**config.mk**
```make
export PLATFORM = sky130hd
export DESIGN_NAME = uart_tx_serializer
export DESIGN_NICKNAME = d
export VERILOG_FILES = /design/src/rtl/uart_tx_serializer.sv
export SDC_FILE = /design/constraint.sdc
export NUM_CORES = 1
export LEC_CHECK = 0
export BUFFER_PORTS_ARGS = -buffer_cell sky130_fd_sc_hd__buf_2
export CAP_MARGIN = 20
export CORE_AREA = 10 10 86 88
export CTS_CLUSTER_DIAMETER = 100
export CTS_CLUSTER_SIZE = 28
export DETAILED_ROUTE_END_ITERATION = 6
export DIE_AREA = 0 0 96 98
export PLACE_DENSITY = 0.71
export SYNTH_ARGS = -nofsm -noshare
export SYNTH_HDL_FRONTEND = slang
export SYNTH_SLANG_ARGS = --single-unit
export TNS_END_PERCENT = 5
```
**constraint.sdc**
```tcl
create_clock -name pclk -period 2.1 [get_ports pclk]
set_input_delay 0.42 -clock pclk [delete_from_list [all_inputs] [get_ports pclk]]
set_output_delay 0.42 -clock pclk [all_outputs]
set_load 0.01 [all_outputs]
```
**src/rtl/uart_tx_serializer.sv**
```systemverilog
// UART transmit serializer: valid/ready byte buffer feeding a START/DATA/[PARITY]/STOP framer.
// Define UART_TX_FIFO_EN for a FIFO_DEPTH-entry circular buffer; otherwise a single holding register.
module uart_tx_serializer #(
    parameter int FIFO_DEPTH = 4,
    parameter int FIFO_AW    = 2
) (
    input  logic               pclk,
    input  logic               preset_n,
    input  logic               tx_en,
    input  logic               cfg_parity_en,
    input  logic               cfg_parity_odd,
    input  logic [7:0]         cfg_br,
    input  logic [7:0]         tx_data,
    input  logic               tx_valid,
    output logic               tx_ready,
    output logic               uart_tx,
    output logic               tx_busy,
    output logic               tx_done,
    output logic [FIFO_AW:0]   fifo_level
);

    typedef enum logic [2:0] {
        IDLE   = 3'd0,
        START  = 3'd1,
        DATA   = 3'd2,
        PARITY = 3'd3,
        STOP   = 3'd4
    } state_t;

    logic       push;
    logic       pop;
    logic [7:0] head_data;

`ifdef UART_TX_FIFO_EN
    logic [7:0]         mem [FIFO_DEPTH];
    logic [FIFO_AW-1:0] wr_ptr_reg;
    logic [FIFO_AW-1:0] rd_ptr_reg;
    logic [FIFO_AW:0]   level_reg;

    assign tx_ready   = (level_reg != (FIFO_AW+1)'(FIFO_DEPTH));
    assign push       = tx_valid & tx_ready;
    assign head_data  = mem[rd_ptr_reg];
    assign fifo_level = level_reg;

    always_ff @(posedge pclk) begin
        if (push) begin
            mem[wr_ptr_reg] <= tx_data;
        end
    end

    // Pointers are exactly FIFO_AW bits wide, so they wrap modulo the depth by themselves.
    always_ff @(posedge pclk or negedge preset_n) begin
        if (!preset_n) begin
            wr_ptr_reg <= '0;
            rd_ptr_reg <= '0;
            level_reg  <= '0;
        end else begin
            if (push) wr_ptr_reg <= wr_ptr_reg + 1'b1;
            if (pop)  rd_ptr_reg <= rd_ptr_reg + 1'b1;
            case ({push, pop})
                2'b10:   level_reg <= level_reg + 1'b1;
                2'b01:   level_reg <= level_reg - 1'b1;
                default: level_reg <= level_reg;
            endcase
        end
    end
`else
    logic [7:0] hold_reg;
    logic       full_reg;
    logic       unused_params;

    assign tx_ready      = ~full_reg;
    assign push          = tx_valid & tx_ready;
    assign head_data     = hold_reg;
    assign fifo_level    = {{FIFO_AW{1'b0}}, full_reg};
    assign unused_params = (FIFO_DEPTH == (1 << FIFO_AW));

    always_ff @(posedge pclk or negedge preset_n) begin
        if (!preset_n) begin
            hold_reg <= '0;
            full_reg <= 1'b0;
        end else if (push) begin
            hold_reg <= tx_data;
            full_reg <= 1'b1;
        end else if (pop) begin
            full_reg <= 1'b0;
        end
    end
`endif

    state_t      state_reg, state_next;
    logic [12:0] cnt_reg, cnt_next;
    logic [2:0]  bit_reg, bit_next;
    logic [7:0]  shift_reg, shift_next;
    logic [7:0]  data_reg, data_next;
    logic        par_en_reg, par_en_next;
    logic        par_odd_reg, par_odd_next;
    logic [7:0]  br_reg, br_next;
    logic        line_reg, line_next;
    logic        done_reg, done_next;
    logic [12:0] bit_last;
    logic        tick;
    logic        have_data;

    // 16*(br+1)-1 == {br, 4'hF}: exact in 13 bits for every divisor, no adder needed.
    assign bit_last  = {1'b0, br_reg, 4'hF};
    assign tick      = (cnt_reg == bit_last);
    assign have_data = tx_en && (fifo_level != '0);

    always_comb begin
        state_next   = state_reg;
        cnt_next     = tick ? 13'd0 : cnt_reg + 13'd1;
        bit_next     = bit_reg;
        shift_next   = shift_reg;
        data_next    = data_reg;
        par_en_next  = par_en_reg;
        par_odd_next = par_odd_reg;
        br_next      = br_reg;
        line_next    = 1'b1;
        done_next    = 1'b0;
        pop          = 1'b0;

        case (state_reg)
            IDLE: begin
                cnt_next = 13'd0;
                pop      = have_data;
            end
            START: begin
                line_next = 1'b0;
                if (tick) begin
                    state_next = DATA;
                    bit_next   = 3'd0;
                end
            end
            DATA: begin
                line_next = shift_reg[0];
                if (tick) begin
                    shift_next = {1'b0, shift_reg[7:1]};
                    bit_next   = bit_reg + 3'd1;
                    if (bit_reg == 3'd7) begin
                        state_next = par_en_reg ? PARITY : STOP;
                    end
                end
            end
            PARITY: begin
                line_next = (^data_reg) ^ par_odd_reg;
                if (tick) state_next = STOP;
            end
            STOP: begin
                line_next = 1'b1;
                if (tick) begin
                    done_next  = 1'b1;
                    state_next = IDLE;
                    pop        = have_data;
                end
            end
            default: state_next = IDLE;
        endcase

        // Popping always starts a new frame with configuration frozen for its duration.
        if (pop) begin
            state_next   = START;
            cnt_next     = 13'd0;
            data_next    = head_data;
            shift_next   = head_data;
            par_en_next  = cfg_parity_en;
            par_odd_next = cfg_parity_odd;
            br_next      = cfg_br;
        end
    end

    always_ff @(posedge pclk or negedge preset_n) begin
        if (!preset_n) begin
            state_reg   <= IDLE;
            cnt_reg     <= '0;
            bit_reg     <= '0;
            shift_reg   <= '0;
            data_reg    <= '0;
            par_en_reg  <= 1'b0;
            par_odd_reg <= 1'b0;
            br_reg      <= '0;
            line_reg    <= 1'b1;
            done_reg    <= 1'b0;
        end else begin
            state_reg   <= state_next;
            cnt_reg     <= cnt_next;
            bit_reg     <= bit_next;
            shift_reg   <= shift_next;
            data_reg    <= data_next;
            par_en_reg  <= par_en_next;
            par_odd_reg <= par_odd_next;
            br_reg      <= br_next;
            line_reg    <= line_next;
            done_reg    <= done_next;
        end
    end

    assign uart_tx = line_reg;
    assign tx_done = done_reg;
    assign tx_busy = (state_reg != IDLE);

endmodule

```
* Word-level counts from Yosys, hierarchy flattened
Index checks and enable logic that the tools add are counted.
** Word-level totals
- Bits in registers :: 56
- Input bits :: 22
- Latch bits :: 0
- Bits in read-only memories :: 0
- Memories :: 0
- Output and inout bits :: 7
- Bits in writable memories :: 0
** Operators by class
- Magnitude comparators :: 0
- Div/mod/pow operators :: 0
- Equal/unequal tests :: 14
- Multiplexer cells :: 23
- $mul :: 0
- Bitwise gates (word level) :: 3
- Reductions and logical operators :: 11
- Shift operators :: 0
- Add/sub/neg operators :: 2
** Operator list (number)
- $mux 13 :: 3
- $mux 3 :: 8
- $mux 8 :: 3
- $ne 3x3->1 const B :: 5
- $pmux 3 s5 :: 1
- $add 13x1->13 const B :: 1
- $eq 13x12->1 :: 1
- $reduce_bool 2->1 :: 4
- $reduce_xor 8->1 :: 1
- $eq 3x2->1 const B :: 2
- $eq 3x3->1 const B :: 2
- $ne 2x2->1 const B :: 3
- $pmux 3 s2 :: 1
- $reduce_and 6->1 :: 1
- $mux 1 :: 5
- $add 3x1->3 const B :: 1
- $eq 3x1->1 const B :: 1
- $logic_not 3->1 :: 1
- $pmux 1 s3 :: 1
- $reduce_and 3->1 :: 1
- $reduce_bool 3->1 :: 1
- $pmux 1 s2 :: 1
- $reduce_and 2->1 :: 1
- $and 1x1->1 :: 1
- 3 further kinds :: 3

* Depth between registers and ports, before layout
Gate-level depths: netlist (run 1).
- Word-level depth :: 5
- Mapped depth :: 8

* Worst setup path after synthesis (run 1)
No wires, ideal clock.
- Path kind :: reg-to-reg
- From :: register cnt_reg[0]
- To :: register br_reg[7]
- Cell stages (with the launch flop) :: 9
- Required time :: 1.975 ns
- Path buffers :: 2
- Arrival :: 1.902 ns
- Path slack :: 0.073 ns
- Clock period less this slack :: 2.027 ns
- Cell sequence :: dfrtp_1 ha_1 and3_1 and4_4 and2_4 a31o_1 buf_6 buf_12 mux2_4
** Between the ends
- Word-level cells in the longest chain between the ends :: 3
** RTL lines
- start, declared :: RTL line 92 : logic [12:0] cnt_reg, cnt_next;
- start signal, assigned :: RTL line 186 : cnt_reg <= cnt_next;
- $eq 13x12->1 :: RTL line 107 : assign tick = (cnt_reg == bit_last);
- $mux 1 :: RTL line 151 : if (tick) begin
- $pmux 1 s2 :: RTL line 123 : case (state_reg)
- end signal, assigned :: RTL line 192 : br_reg <= br_next;
- end, declared :: RTL line 98 : logic [7:0] br_reg, br_next;
No other way between the ends.
A chain may end at the register's enable or synchronous reset.

* Final worst setup path (run 1)
- From :: register cnt_reg[0]
- To :: register shift_reg[3]
** Between the ends
- Word-level cells in the longest chain between the ends :: 5
- Elaborated cells between the ends (all ways) :: 7
- Classes of those cells :: eq/ne: 1; mux: 3; reduce/logical: 3
** RTL lines
- $eq 13x12->1 * :: RTL line 107
- $mux 1 :: RTL line 151
- $pmux 1 s2 :: RTL line 123
- $reduce_bool 2->1 (no source line)
- $reduce_and 2->1 (no source line)
- end signal, assigned :: RTL line 188 : shift_reg <= shift_next;
- end, declared :: RTL line 94 : logic [7:0] shift_reg, shift_next;
Every way passes the cells marked *; elsewhere a longest branch is shown, timed or not.

==> qor.txt, run 1 <==
Status - finished clean
EDFF count, synth - 0
Pre-antenna DRT Iters - 4
Post_cts resized - 0
RSZ-0062 raised after global routing - no
Wirelength per Cell - 15.05 um
CTS clk-pin slew, worst paths - 100 ps
CTS tree - built
CP endpoint kind - flop
Post-synthesis simple-gate area fraction - 11.47%
Static Leak - 1.440 nW
RePlAce Congestion - 0.7834
Starting Density - 48.24%
Core area - 5746 um2
IO Port Bufs - 26
XOR/XNOR Fraction of Synth Area - 8.713%
Mapped Cells - 227
CTS buffer count - 5
CTS Root Cell - clkbuf_8
Final hold vios - 0
Cell Area, Synth - 2771 um2
Worst hold path type - in2async
Layout cells sized above 1 - 36.60%
Synth Area in Adders - 1.354%
CP peak stage delay - 410 ps
Fin cells - 340
Hold WS - 80.15 ps
Final-report setup violation count - 0
Setup TNS - 0 ps
Ports - 29
Critical path startpoint category - flop
Antenna viol nets, final - 0
Crit path DAT - 2230 ps
Final Cycle Share - 96.37%
Flip-flop and latch area - 1403 um2
Average vias per placed instance - 5.253
Crit Path Category - reg2reg
Die Wd - 96 um
Clock tree sinks - 56
Layout area overhead - 14.09%
Worst path required time - 2300 ps
Via count - 1786
Library cells used by synthesis - 48
Initial DRC Count - 80
GRT Total Usage - 11.97%
GR Overflow Total - 0
Register bit total from synthesis - 56
Power per Cell Area - 1241 nW/um2
Drt drc - 0
Post-Route WL - 5116 um
Largest net degree at the start of global routing - 57
Max-cap viol count - 0
Maximum clock insertion buffer count - 2
Hold_buf cts - 0
H-tree lvl count - 2
Die Area - 9408 um2
Area occupied by multi-input gates - 1275 um2
Seq/Total Area, Yosys - 50.61%
Fin. max-slew vios - 0
Antenna cells - 0
Largest register FFs - 13
Peak VDD IR - 0.6497 mV
Post-Route Skew - 9.619 ps
Nets - 289
Syn_area_per_cell - 12.21 um2
Vias in the first global route - 1976
Synth Flop Type - dfrtp_1
Std cell rows - 28
Filler cells - 506
Maximum clock rate - 494.1 MHz
Largest family of logic cells by synthesized area - multiplexers
Asr flop ratio synth - 100.0%
Worst path cell trace - ha_1 -> and3_1 -> and4_4 -> and2_4 -> a31oi_4 -> mux2_2
WP buf/inv - 0
DP HPWL - 3789 um
Worst Path Max Fanout - 8
Post-CTS setup buffer count - 0
First-pass GRT wire length - 9225 um
CP max stage cell - dfrtp_1
Mux cell area share after synthesis - 17.56%
Reg-to-reg slack, setup - 80 ps
Placed Instances - 332
DIE HEIGHT - 98 um
Initial antenna violation count - 0
Shortest period the worst path allows - 2024 ps
Yosys warns - 0
Top delay family on crit path - simple AND/OR/NAND/NOR gates
Post-synthesis compound-gate area fraction - 6.185%
Clock latency at the later pin of the worst-skew pair - 310 ps
-- worst paths after layout --
kind | from | end | depth (start not counted)
max reg2reg | cnt_reg[0]$_DFF_PN0_ | shift_reg[3]$_DFFE_PN0P_ | 6
min reg2reg | cnt_reg[0]$_DFF_PN0_ | cnt_reg[0]$_DFF_PN0_ | 1
min | preset_n | cnt_reg[9]$_DFF_PN0_ | 2
max in group asynchronous | preset_n | uart_tx$_DFF_PN1_ | 2
min in group pclk | tx_data[7] | head_data[7]$_DFFE_PN0P_ | 3
max | cnt_reg[0]$_DFF_PN0_ | shift_reg[3]$_DFFE_PN0P_ | 6
-- Yosys cell counts (2+ instances only) --
library cell | n | area share (%)
nand4_1 | 2 | 0.45
a21o_1 | 2 | 0.54
nand3_1 | 7 | 1.3
clkbuf_1 | 3 | 0.41
and3_1 | 4 | 0.90
nand2_1 | 10 | 1.4
nor2_1 | 16 | 2.2
buf_2 | 3 | 0.54
mux2_2 | 29 | 12
dfrtp_1 | 55 | 50
o21ai_0 | 3 | 0.54
a21oi_1 | 4 | 0.72
inv_1 | 8 | 1.1
xor2_1 | 5 | 1.6
nor2b_1 | 4 | 0.90
mux2_4 | 10 | 5.4
ha_1 | 3 | 1.4
or3_1 | 4 | 0.90
o2bb2ai_1 | 2 | 0.63
xnor2_1 | 20 | 6.3
nor3_1 | 4 | 0.72
buf_4 | 3 | 0.81
-- metal layers --
layer / wire length [um] / share of wire, % / global-route usage [%] / vias up
met2: 2480 / 48 / 18.59 / 37
li1: - / - / - / 859
met3: 202 / 3.9 / 2.833 / 6
met4: 87 / 1.7 / 4.994 / 0
met1: 2345 / 46 / 15.42 / 884
met5: 0 / 0 / 0 / -
-- final cells by class --
type                            count  area share, %
Multi-Input combinational cell    153          40.32
Timing Repair Buffer               40          8.350
Clock inverter                      2         0.4353
Tap cell                           75          2.968
Inverter                            8         0.9497
Sequential cell                    56          44.36
Clock buffer                        6          2.612
-- power by group --
part,internal (mW),switching (mW)
Combinational,0.924,0.618
Clock,0.271,0.353
Sequential,1.47,0.283
Total,2.67,1.25
-- cells by family after synthesis --
kind of cell,after synthesis
fa+ha+maj,3
buf+inv,19
xor+xnor,26
compound gates,22
mux,40
simple gates,60
flops,56
other cells,1
-- metrics by stage --
| step | worst slack (ps) | power [mW] | util, % | cell area, um2 |
|---|---|---|---|---|
| floorplan | 73.25 | 2.938 | - | 2775 |
| global placement | 112.9 | 3.261 | 53.07 | 3049 |
| detailed placement | 69.94 | 3.317 | 53.07 | 3049 |
| CTS | 53.54 | 3.943 | 54.75 | 3146 |
| global route | 4.518 | 4.208 | 55.03 | 3162 |
| finish | 76.23 | 3.923 | 55.03 | 3162 |
-- cells in the final DEF, fill, tap and decap left out, drive strengths merged, types with 2 or more instances in the layout --
master   netlist  layout
a21o           2       2
clkbuf         3       6
xnor2         20      20
and2           2       2
or3            4       4
nand4          3       3
nor2b          4       4
o21ai          3       3
and4           2       2
a21oi          4       4
ha             3       3
nand3          7       7
nor3           4       4
conb           1       2
buf            8      40
nor2          17      17
mux2          39      39
dfrtp         55      55
o2bb2ai        2       2
a31oi          2       2
xor2           5       5
inv            8       9
and3           5       5
nand2         10      10
-- worst reg2reg max path, cell delays in order (launching register included) --
cell and delay [ps]:
dfrtp_1 410, ha_1 240, and3_1 220, and4_4 200
and2_4 170, a31oi_4 300, mux2_2 390
Note: power is estimated with default switching activity, not from simulation.
==> run 2: changes to the inputs <==
Settings changed: ABC_AREA from default to 1, CORE_AREA 10 10 86 88 to 10 10 87 89, DIE_AREA 0 0 96 98 to 0 0 97 99, PLACE_DENSITY 0.71 to 0.7.
==> run 2 against run 1 <==
Cell area down 0.20%. Maximum frequency rose by 3.8%. Worst hold slack gained 9.1 ps. Largest cell class unchanged.
==> qor.txt, run 2 <==
Yosys warns - 0
Initial DRC Count - 172
Final Cycle Share - 92.81%
Pre-antenna DRT Iters - 4
Sequential share of power - 42.9%
Die Wd - 97 um
Layout cells sized above 1 - 19.29%
Power per Cell Area - 1241 nW/um2
CTS buffer count - 5
Asr flop ratio synth - 100.0%
CTS clk-pin slew, worst paths - 90 ps
Largest net degree at the start of global routing - 28
Wirelength per Cell - 12.46 um
Final hold vios - 0
Int Pwr - 2.421 mW
Clk pwr share - 18.1%
Metal3 WL - 215 um
H-tree lvl count - 2
Initial antenna violation count - 0
Commonest cells in the netlist - nand2_1 (105), dfrtp_1 (55), inv_1 (37)
Library cells used by synthesis - 33
Maximum clock rate - 513.1 MHz
Synth Flop Type - dfrtp_1
Layout area overhead - 12.14%
Via count - 2165
Maximum clock insertion buffer count - 2
Post-Route M1 WL - 2800 um
IO Port Bufs - 26
Nets - 392
Yosys top cell by area - dfrtp_1
Post-Route WL - 5521 um
GR Overflow Total - 0
Drt drc - 0
Worst hold path type - in2async
Register bit total from synthesis - 56
Post-Route Skew - 6.960 ps
Worst setup endpoint - shift_reg[7]$_DFFE_PN0P_
CTS tree - built
Critical path startpoint category - flop
Crit path DAT - 2140 ps
R2R Path Start - cnt_reg[0]$_DFF_PN0_
Top cell type's share of synthesized area - 48.91%
Sw Pwr - 1.494 mW
Starting Density - 48.10%
Peak VDD IR - 0.8806 mV
Most instantiated library cell after synthesis - nand2_1
Cell Area, Synth - 2814 um2
Fin. max-slew vios - 0
CP endpoint kind - flop
CTS Root Cell - clkbuf_8
Std cell rows - 28
Top cells by area, synth - dfrtp_1 (49%), nand2_1 (14%), inv_1 (4.9%)
Syn_area_per_cell - 8.425 um2
Post-layout util - 53.94%
Core area - 5851 um2
RePlAce Congestion - 0.8984
Worst path required time - 2290 ps
Mapped Cells - 334
Slew margin rel. - 63.82%
Vias in the first global route - 2108
Antenna cells - 0
Path depth of the worst reg2reg path - 11
Hold_buf cts - 0
Die Area - 9603 um2
DIE HEIGHT - 99 um
RSZ-0062 raised after global routing - no
GRT Total Usage - 11.61%
Setup TNS - 0 ps
Worst reg2reg endpoint - shift_reg[7]$_DFFE_PN0P_
Reg-to-reg slack, setup - 150 ps
WL met2 - 2422 um
Final-report setup violation count - 0
Net Sw Frac - 38.17%
DP HPWL - 4185 um
First-pass GRT wire length - 9611 um
Average vias per placed instance - 4.887
Crit Path Category - reg2reg
Hold WS - 89.21 ps
Largest register FFs - 13
Crit. Startpoint - cnt_reg[0]$_DFF_PN0_
Final worst slack - 151.1 ps
Clock tree sinks - 56
Top Layer Used - met4
Clock latency at the later pin of the worst-skew pair - 300 ps
Ports - 29
Antenna viol nets, final - 0
Worst slew pin tran - 542.7 ps
DP Worst Slack - 170.4 ps
Combinational fraction of design power - 39.0%
EDFF count, synth - 0
Static Leak - 1.576 nW
Status - finished clean
Shortest period the worst path allows - 1949 ps
Power Total - 3.916 mW
Most frequent cells in the layout - nand2_1 (105), dfrtp_1 (55), inv_1 (37)
Most common cell after layout, fill and taps aside - nand2_1
Max-cap viol count - 0
Worst Path Max Fanout - 12
Seq/Total Area, Yosys - 49.84%
-- run 2: cell count changes in the layout (fill, tap and decap cells not counted), moves of 5 or more --
cell and change:
nand2_2 +9, mux2_2 -21, nor2_1 +9, mux2_4 -10, inv_1 +29, nand3_1 +6
o21ai_0 +17, buf_4 -5, xnor2_1 -14, nand2_1 +96
-- run 2: through the flow --
step	area, um2	instances
3_5_place_dp	3029	434
4_1_cts	3141	442
2_1_floorplan	2818	335
5_1_grt	3156	443
3_3_place_gp	3029	434
6_report	3156	443
-- run 2: cells by family after synthesis --
group / after synthesis / synth area share, %
AO/OA/AOI/OAI: 32 / 5.959
XOR/XNOR: 12 / 3.735
adder cells (fa/ha/maj): 3 / 1.334
buffers and inverters: 50 / 8.270
flip-flops: 56 / 49.84
multiplexers: 8 / 3.202
other: 1 / 0.1333
AND/OR/NAND/NOR: 172 / 27.52
-- run 2: final cells by class --
| class | instances | area [um2] |
|---|---|---|
| well taps | 75 | 93.84 |
| fillers | 552 | 2695 |
| multi-input cells | 229 | 1182 |
| flip-flops and latches | 56 | 1403 |
| repair buffers | 33 | 195.2 |
| inverters | 42 | 170.2 |
| clock inverters | 2 | 38.79 |
| clock buffers | 6 | 72.57 |
-- run 2: worst min-delay path by stage --
stage	startpoint	to	slack (ps)	cells after the start
5_1_grt	preset_n	state_reg[2]$_DFFE_PN0P_	110	1
4_1_cts	preset_n	head_data[6]$_DFFE_PN0P_	90	1
3_5_place_dp	preset_n	cnt_reg[3]$_DFF_PN0_	430	1
3_3_place_gp	preset_n	cnt_reg[3]$_DFF_PN0_	420	1
2_1_floorplan	preset_n	bit_reg[0]$_DFFE_PN0P_	120	0
6_report	preset_n	cnt_reg[3]$_DFF_PN0_	90	1
-- run 2: critical path: stages (launching register included) --
cell and delay, ps:
dfrtp_1 390, ha_1 190, nand2_2 80, nor2_4 120, nand2_1 100, nor2_4 170
nand3_4 130, nand2_2 90, nand2_2 170, buf_4 250, nand3_1 90, nand2_1 70
-- run 2: power by group through the flow --
| stage | sequential [mW] | combinational, mW | clock, mW |
|---|---|---|---|
| after global placement | 1.69 | 1.48 | 0 |
| after global routing | 1.73 | 1.77 | 0.782 |
| final | 1.68 | 1.53 | 0.709 |
| after CTS | 1.69 | 1.52 | 0.733 |
| after floorplan | 1.65 | 1.23 | 0 |
| after detailed placement | 1.71 | 1.51 | 0 |
-- run 2: routing by layer --
metal / track usage [%] / vias to the layer above
met5: 0 / -
met4: 4.427 / 0
met3: 1.676 / 6
met2: 17.59 / 46
met1: 16.26 / 1006
li1: - / 1107
-- run 2: repair_timing --
| item | CTS | global route |
|---|---|---|
| gates resized for setup | 0 | 2 |
| setup endpoints to repair | 0 | 12 |
| setup buffers | 0 | 1 |
